==> src/rtl/ramp_adc_capture.sv <==
// Single-slope ADC sequencer: ramp reset, 2^RES-step conversion with first-crossing
// capture per comparator channel, then channel-by-channel readout over valid/ready.
//
// state    | meaning
// IDLE     | waiting for enable, ramp parked at 0
// RAMP_RST | analog ramp held in reset, capture registers cleared
// CONVERT  | ramp counting 0..2^RES-1, first flag crossing latched per channel
// READOUT  | streaming one word per channel, out_ch 0..N_CH-1
// DONE     | one-cycle frame_done, then restart or return to IDLE
module ramp_adc_capture #(
  parameter int N_CH       = 128,
  parameter int RES        = 8,
  parameter int RST_CYCLES = 4,
  parameter int CHW        = $clog2(N_CH)
) (
  input  logic            clk,
  input  logic            reset,
  input  logic            enable,
  input  logic [N_CH-1:0] flag,
  output logic            ramp_rst,
  output logic [RES-1:0]  ramp_code,
  output logic            busy,
  output logic            out_valid,
  input  logic            out_ready,
  output logic [CHW-1:0]  out_ch,
  output logic [RES-1:0]  out_code,
  output logic            out_hit,
  output logic            out_last,
  output logic            frame_done
);

  localparam int TW = (RST_CYCLES > 1) ? $clog2(RST_CYCLES) : 1;
  localparam logic [RES-1:0] CODE_MAX = '1;
  localparam logic [CHW-1:0] CH_LAST  = CHW'(N_CH - 1);
  localparam logic [TW-1:0]  TMR_LOAD = TW'(RST_CYCLES - 1);

  typedef enum logic [2:0] {
    IDLE     = 3'd0,
    RAMP_RST = 3'd1,
    CONVERT  = 3'd2,
    READOUT  = 3'd3,
    DONE     = 3'd4
  } state_t;

  state_t          state;
  state_t          next_state;
  logic [TW-1:0]   tmr;
  logic [N_CH-1:0] flag_q;
  logic [N_CH-1:0] hit;
  logic [RES-1:0]  code [N_CH];
  logic            accept;
  logic            entering_rst;

  always_ff @(posedge clk) begin
    if (reset) state <= IDLE;
    else       state <= next_state;
  end

  always_comb begin
    next_state = state;
    ramp_rst   = 1'b0;
    busy       = 1'b1;
    out_valid  = 1'b0;
    frame_done = 1'b0;
    case (state)
      IDLE: begin
        busy = 1'b0;
        if (enable) next_state = RAMP_RST;
      end
      RAMP_RST: begin
        ramp_rst = 1'b1;
        if (tmr == '0) next_state = CONVERT;
      end
      CONVERT: begin
        if (ramp_code == CODE_MAX) next_state = READOUT;
      end
      READOUT: begin
        out_valid = 1'b1;
        if (out_ready && (out_ch == CH_LAST)) next_state = DONE;
      end
      DONE: begin
        frame_done = 1'b1;
        next_state = enable ? RAMP_RST : IDLE;
      end
      default: next_state = IDLE;
    endcase
  end

  assign accept       = out_valid & out_ready;
  assign entering_rst = (next_state == RAMP_RST) && (state != RAMP_RST);

  // Readout fields are forced to zero outside READOUT so idle outputs are clean.
  assign out_code = out_valid ? code[out_ch] : '0;
  assign out_hit  = out_valid ? hit[out_ch]  : 1'b0;
  assign out_last = out_valid && (out_ch == CH_LAST);

  always_ff @(posedge clk) begin
    if (reset) begin
      flag_q    <= '0;
      hit       <= '0;
      ramp_code <= '0;
      tmr       <= '0;
      out_ch    <= '0;
      for (int i = 0; i < N_CH; i++) code[i] <= '0;
    end else begin
      flag_q <= flag;
      if (entering_rst) begin
        hit       <= '0;
        ramp_code <= '0;
        tmr       <= TMR_LOAD;
        out_ch    <= '0;
        for (int i = 0; i < N_CH; i++) code[i] <= CODE_MAX;
      end else begin
        case (state)
          RAMP_RST: begin
            if (tmr != '0) tmr <= tmr - 1'b1;
          end
          CONVERT: begin
            // First crossing wins; later flag activity on a hit channel is ignored.
            for (int i = 0; i < N_CH; i++) begin
              if (flag_q[i] && !hit[i]) begin
                code[i] <= ramp_code;
                hit[i]  <= 1'b1;
              end
            end
            if (ramp_code != CODE_MAX) ramp_code <= ramp_code + 1'b1;
          end
          READOUT: begin
            if (accept) out_ch <= (out_ch == CH_LAST) ? '0 : out_ch + 1'b1;
          end
          DONE: begin
            if (next_state == IDLE) ramp_code <= '0;
          end
          default: ;
        endcase
      end
    end
  end

endmodule

==> config.mk <==
export PLATFORM = sky130hd
export DESIGN_NAME = ramp_adc_capture
export DESIGN_NICKNAME = d
export VERILOG_FILES = /design/src/rtl/ramp_adc_capture.sv
export SDC_FILE = /design/constraint.sdc
export NUM_CORES = 2
export LEC_CHECK = 0
export CORE_AREA = 3 3 304 306
export CTS_CLUSTER_SIZE = 40
export DETAILED_ROUTE_END_ITERATION = 7
export DIE_AREA = 0 0 307 309
export GPL_TIMING_DRIVEN = 0
export PLACE_DENSITY = 0.82
export SLEW_MARGIN = 10
export SYNTH_ARGS = -nofsm -noshare
export SYNTH_HDL_FRONTEND = slang
export SYNTH_SLANG_ARGS = --single-unit
==> constraint.sdc <==
create_clock -name clk -period 3 [get_ports clk]
set_input_delay 0.6 -clock clk [delete_from_list [all_inputs] [get_ports clk]]
set_output_delay 0.6 -clock clk [all_outputs]
set_load 0.01 [all_outputs]
# --- After elaboration in Yosys (flattened, before gate mapping) ---
# Memory sizes are Yosys's and may differ from the RTL's. A register that Yosys moved wholly into a read port is not among the register bits.
# Cells that the tools add are included.
op_classes:
  add_sub_neg: 3
  order_cmp: 1
  n_eq_ne: 11
  n_mux: 924
  bitwise: 257
  reduce_logical: 398
op_table:
  columns: ["cell", "n"]
  rows:
  - ["2-to-1 mux 8 bit", 259]
  - ["2-to-1 mux 1 bit", 652]
  - ["AND reduction 2 bit", 130]
  - ["OR 1 bit", 256]
  - ["logical AND 1 bit", 131]
  - ["zero test 1 bit", 128]
  - ["2-to-1 mux 7 bit", 3]
  - ["case mux 8 bit (2 select lines)", 1]
  - ["case mux 3 bit (5 select lines)", 1]
  - ["2-to-1 mux 3 bit", 4]
  - ["adder 8 x 1 -> 8 bit (second input constant)", 1]
  - ["equality test 8 bit (second input constant)", 1]
  - ["< comparator 7 x 8 -> 1 bit (second input constant)", 1]
  - ["!= test 8 bit (second input constant)", 1]
  - ["nonzero test 2 bit", 4]
  - ["adder 7 x 1 -> 7 bit (second input constant)", 1]
  - ["binary-select mux 1 bit (select 7 bit)", 1]
  - ["equality test 7 bit (second input constant)", 1]
  - ["equality test 3 x 1 -> 1 bit (second input constant)", 2]
  - ["equality test 3 x 2 -> 1 bit (second input constant)", 2]
  - ["zero test 3 bit", 2]
  - ["2-to-1 mux 2 bit", 3]
  - ["!= test 2 bit (second input constant)", 2]
  - ["equality test 3 bit (second input constant)", 1]
  - ["other kinds (6)", 6]
word_totals:
  regBits: 276
  ram_bits: 1024
  in_bits: 132
  output_inout_bits: 29
  wordCells: 1728
  mem_count: 1
mem_list:
  columns: ["name", "words", "width", "rd", "rd_clocked_by_memory_dff", "write_ports", "line_no", "source"]
  rows:
  - ["code", 128, 8, 1, 1, 128, "50", "logic [RES-1:0] code [N_CH];"]

# --- Depth between registers and ports, before layout ---
logic_depth:
  depth_word: 11
  depth_mapped: 10
  depth_no_buf: 7

# --- Least setup slack after synthesis ---
# OpenSTA, ideal clock, no wires.
synth_timing:
  kind: "reg2out"
  from: "register with a tool-made name"
  to: "output port out_code[4]"
  arrival_time_ns: 2.287
  required_time_ns: 2.400
  slack_ns: 0.113
  stages_incl_launch_ff: 11
  n_path_buf: 5
  cell_sequence: "dfxtp_1 > buf_2 > buf_6 > buf_6 > buf_6 > buf_2 > mux4_2 > a22oi_1 > a21oi_1 > nor4_1 > a31oi_1"
synth_lines:
  columns: ["item", "line_no", "source"]
  rows:
  - ["end, declared", "26", "output logic [RES-1:0] out_code,"]

==> impl_metrics.yaml <==
setup_path:
  path_cells: "buf_6 > buf_12 > buf_16 > buf_16 > mux4_2 > mux4_2 > a22oi_2 > nand4_1 > buf_2"
  worstSetupStartpointType: "flip-flop"
  r2r_slack_ns: 0.07
  path_buf_inv: 5
  worst_path_dominant_cell_family: "multiplexers"
  crit_slowest_cell: "mux4_2"
  crit_arrival_ns: 4.12
  required_ns: 2.40
  crit_type: "reg2out"
  worstSetupEndpointType: "primary output"
  worstPathMaxFanout: 7
  slowest_delay_ns: 0.56
global_route:
  overflow: 0
  grt_antenna_before_repair: 10
  grt_pass1_wl_um: 278000
  grt_start_max_net_pins: 17
  grt_use_total_pct: 42.0
  grt_pass1_vias: 39600
yosys:
  synth_xor_area_share_pct: 0.158
  synthMuxAreaShare_pct: 14.0
  syn-cell-area_um2: 55600
  synthSimpleGateAreaFrac_pct: 8.99
  synth_top_family_by_area: "multiplexers"
  synth-edff-count: 1016
  ys_seq_area_share_pct: 65.4
  syn_nets: 4219
  ys_warn_count: 0
  ys_async_sr_fraction_pct: 0
  synth_area_leaders: "edfxtp_1 (55%), mux4_2 (12%), dfxtp_1 (10%)"
  synth_top_area_cell: "edfxtp_1"
  postSynthAreaPerCell_um2: 13.6
  synth_seq_cells: 1307
  synth_cell_types: 51
  syn_inst: 4084
  yosys.area.top_type_share_pct: 54.9
  post_synth_fa_ha_maj_area_fraction_pct: 0.0676
  synth_compound_area_share_pct: 8.71
  synthFlopType: "edfxtp_1"
placement:
  port_buffers: 160
  hpwl_um: 134000
  pre_cts_ws_ns: -2.68
  finalWeightedCongestion: 1.05
sta:
  finalHoldViolCount: 0
  fmax_mhz: 212
  finalCriticalPeriod_ns: 4.72
  drv_slew: 0
  finalWorstSetupSlack_ns: -1.72
  slew_headroom_pct: 23.9
  rsz0062_at_grt: "yes"
  fin_worst_skew_ns: 0.0271
  hold_slack_ns: 0.390
  worst_pin_slew_ns: 1.14
  setup_viol: 13
  period_share_pct: 157
cells_and_area:
  drive_gt1_share_pct: 19.8
  syn_to_final_growth_pct: 17.8
  fin_nets: 4585
die:
  die_h_um: 309
  die_x_um: 307
  io_pins: 161
  design.die.area_um2: 94900
  core-area_um2: 89900
  core.rowCount: 110
  start_util_pct: 61.8
clocking:
  cts_sinks: 1307
  cts_tree: "yes"
  numCtsBuffers: 132
  clk_path_buf_depth: 3
  cts_max_level: 4
  cts_root_buf: "clkbuf_16"
  clk_latency_ns: 0.76
  clk_pin_slew_worst_paths_ns: 0.06
detailed_routing:
  initialDrtViolationCount: 8137
  via_per_inst: 7.25
  ant_nets: 0
  drt-pass1-iter-count: 8
  remaining_drc_errors: 30
  wl_um: 201000
  vias: 41700
  wl_per_cell_um: 35.0
status:
  failed_checks: "DRC, setup timing"
  outcome: "finished with violations"
power:
  power_density_nw_per_um2: 668
  swShare_pct: 25.0
  vdd_drop_max_uv: 593
  clockPowerShare_pct: 37.3
  p_seq_share_pct: 52.1
  p_leak_nw: 23.5
  p_sw_w: 0.0109
  power.internal_w: 0.0328
  combPwrFrac_pct: 10.7
  p_total_w: 0.0437
run:
  drv_cap: 0
worst_hold_path:
  hold_class: "in2reg"
==> flip-flops by register name (all words and copies together), names as in the netlist, named ones only <==
name and flops:
code 1024, flag_q 128, hit 128, ramp_code 8, out_ch 7, state 3, tmr 2
==> placed cells by master, fill, tap and decap left out, types with 19 or more instances in the layout <==
master              n
o21ai_0           537
nand3_1            20
nor2b_1           138
o21ai_2            51
clkbuf_1          250
nand2_1           639
diode_2            19
mux4_2            300
a21oi_1           154
edfxtp_1         1016
nand3b_1           74
nor2_1            147
clkinv_1           25
dfxtp_1           282
clkbuf_16         142
o21bai_2           48
clkdlybuf4s50_1   149
clkbuf_2           31
buf_4              69
buf_16             19
buf_12             20
mux2i_1            61
==> worst paths after layout <==
path	endpoint	depth (start not counted)	startpoint
max	out_code[5]	9	flip-flop
min	flag_q[26]	2	flag[26]
max reg2reg	code[29][3]	5	state[1]
min reg2reg	hit[46]	2	hit[46]
==> logic make-up after synthesis <==
logic type	count (synthesis)
muxes	400
DFF	1307
AOI/OAI and AO/OA	902
and+or+nand+nor	1105
buffers and inverters	357
xor gates and xnor gates	10
adders and majority gates	3
==> per-stage QoR <==
step                      utilization [%]  setup TNS (ns)  cell area (um2)  instances
after detailed placement             65.3        -1694.55            58700       5424
after CTS                            71.9          -11.49            64700       5691
final                                72.8          -13.51            65500       5750
after floorplan                         -               0            55600       4084
after global routing                 72.8          -12.48            65400       5732
after global placement               65.2        -1856.79            58600       5420
==> power groups by stage <==
| stage | clock network (W) | registers (W) | logic [W] |
|---|---|---|---|
| after floorplan | 0 | 0.0227 | 0.00248 |
| after global placement | 0 | 0.0229 | 0.00400 |
| after detailed placement | 0 | 0.0230 | 0.00414 |
| after CTS | 0.0160 | 0.0227 | 0.00434 |
| after global routing | 0.0168 | 0.0229 | 0.00477 |
| final | 0.0163 | 0.0228 | 0.00466 |
==> what timing repair did <==
| action | 4_1_cts | 5_1_grt |
|---|---|---|
| setup endpoints to repair | 1829 | 1179 |
| pin swaps | 20 | 25 |
| hold buffers | 0 | 0 |
| hold endpoints to repair | 0 | 0 |
| cloned | 7 | 3 |
| setup buffers | 25 | 41 |
| gates resized for setup | 485 | 121 |
==> layout make-up <==
cell class / instances / area [um2]
repair buffers: 239 / 2430
clock inverters: 55 / 414
multi-input cells: 2420 / 18700
fillers: 5386 / 24400
well taps: 1176 / 1470
flip-flops and latches: 1307 / 36400
clock buffers: 184 / 3760
diodes: 19 / 47.5
inverters: 5 / 18.8
plain buffers: 345 / 2300
==> cells in the mapped netlist (13+ instances only) <==
cell / number
dfxtp_1: 291
clkbuf_1: 275
buf_4: 13
mux4_2: 300
mux2i_1: 92
o21ai_0: 606
nand3_1: 22
o21bai_1: 62
o22ai_1: 19
edfxtp_1: 1016
buf_1: 20
nor2b_1: 140
buf_2: 35
a22oi_1: 30
nor2_1: 150
a21oi_1: 158
nand2b_1: 15
nand3b_1: 74
nand2_1: 650
nand4_1: 14
==> routing by layer <==
layer,vias up,track usage (%),share of wire (%),wire length [um]
li1,16100,-,-,-
met1,20000,50.9,30,60700
met2,4557,58.1,41,83100
met3,1031,22.0,19,38800
met4,10,29.6,9.1,18300
met5,-,0.346,0.12,232
Power figures use the tool's default switching activity.
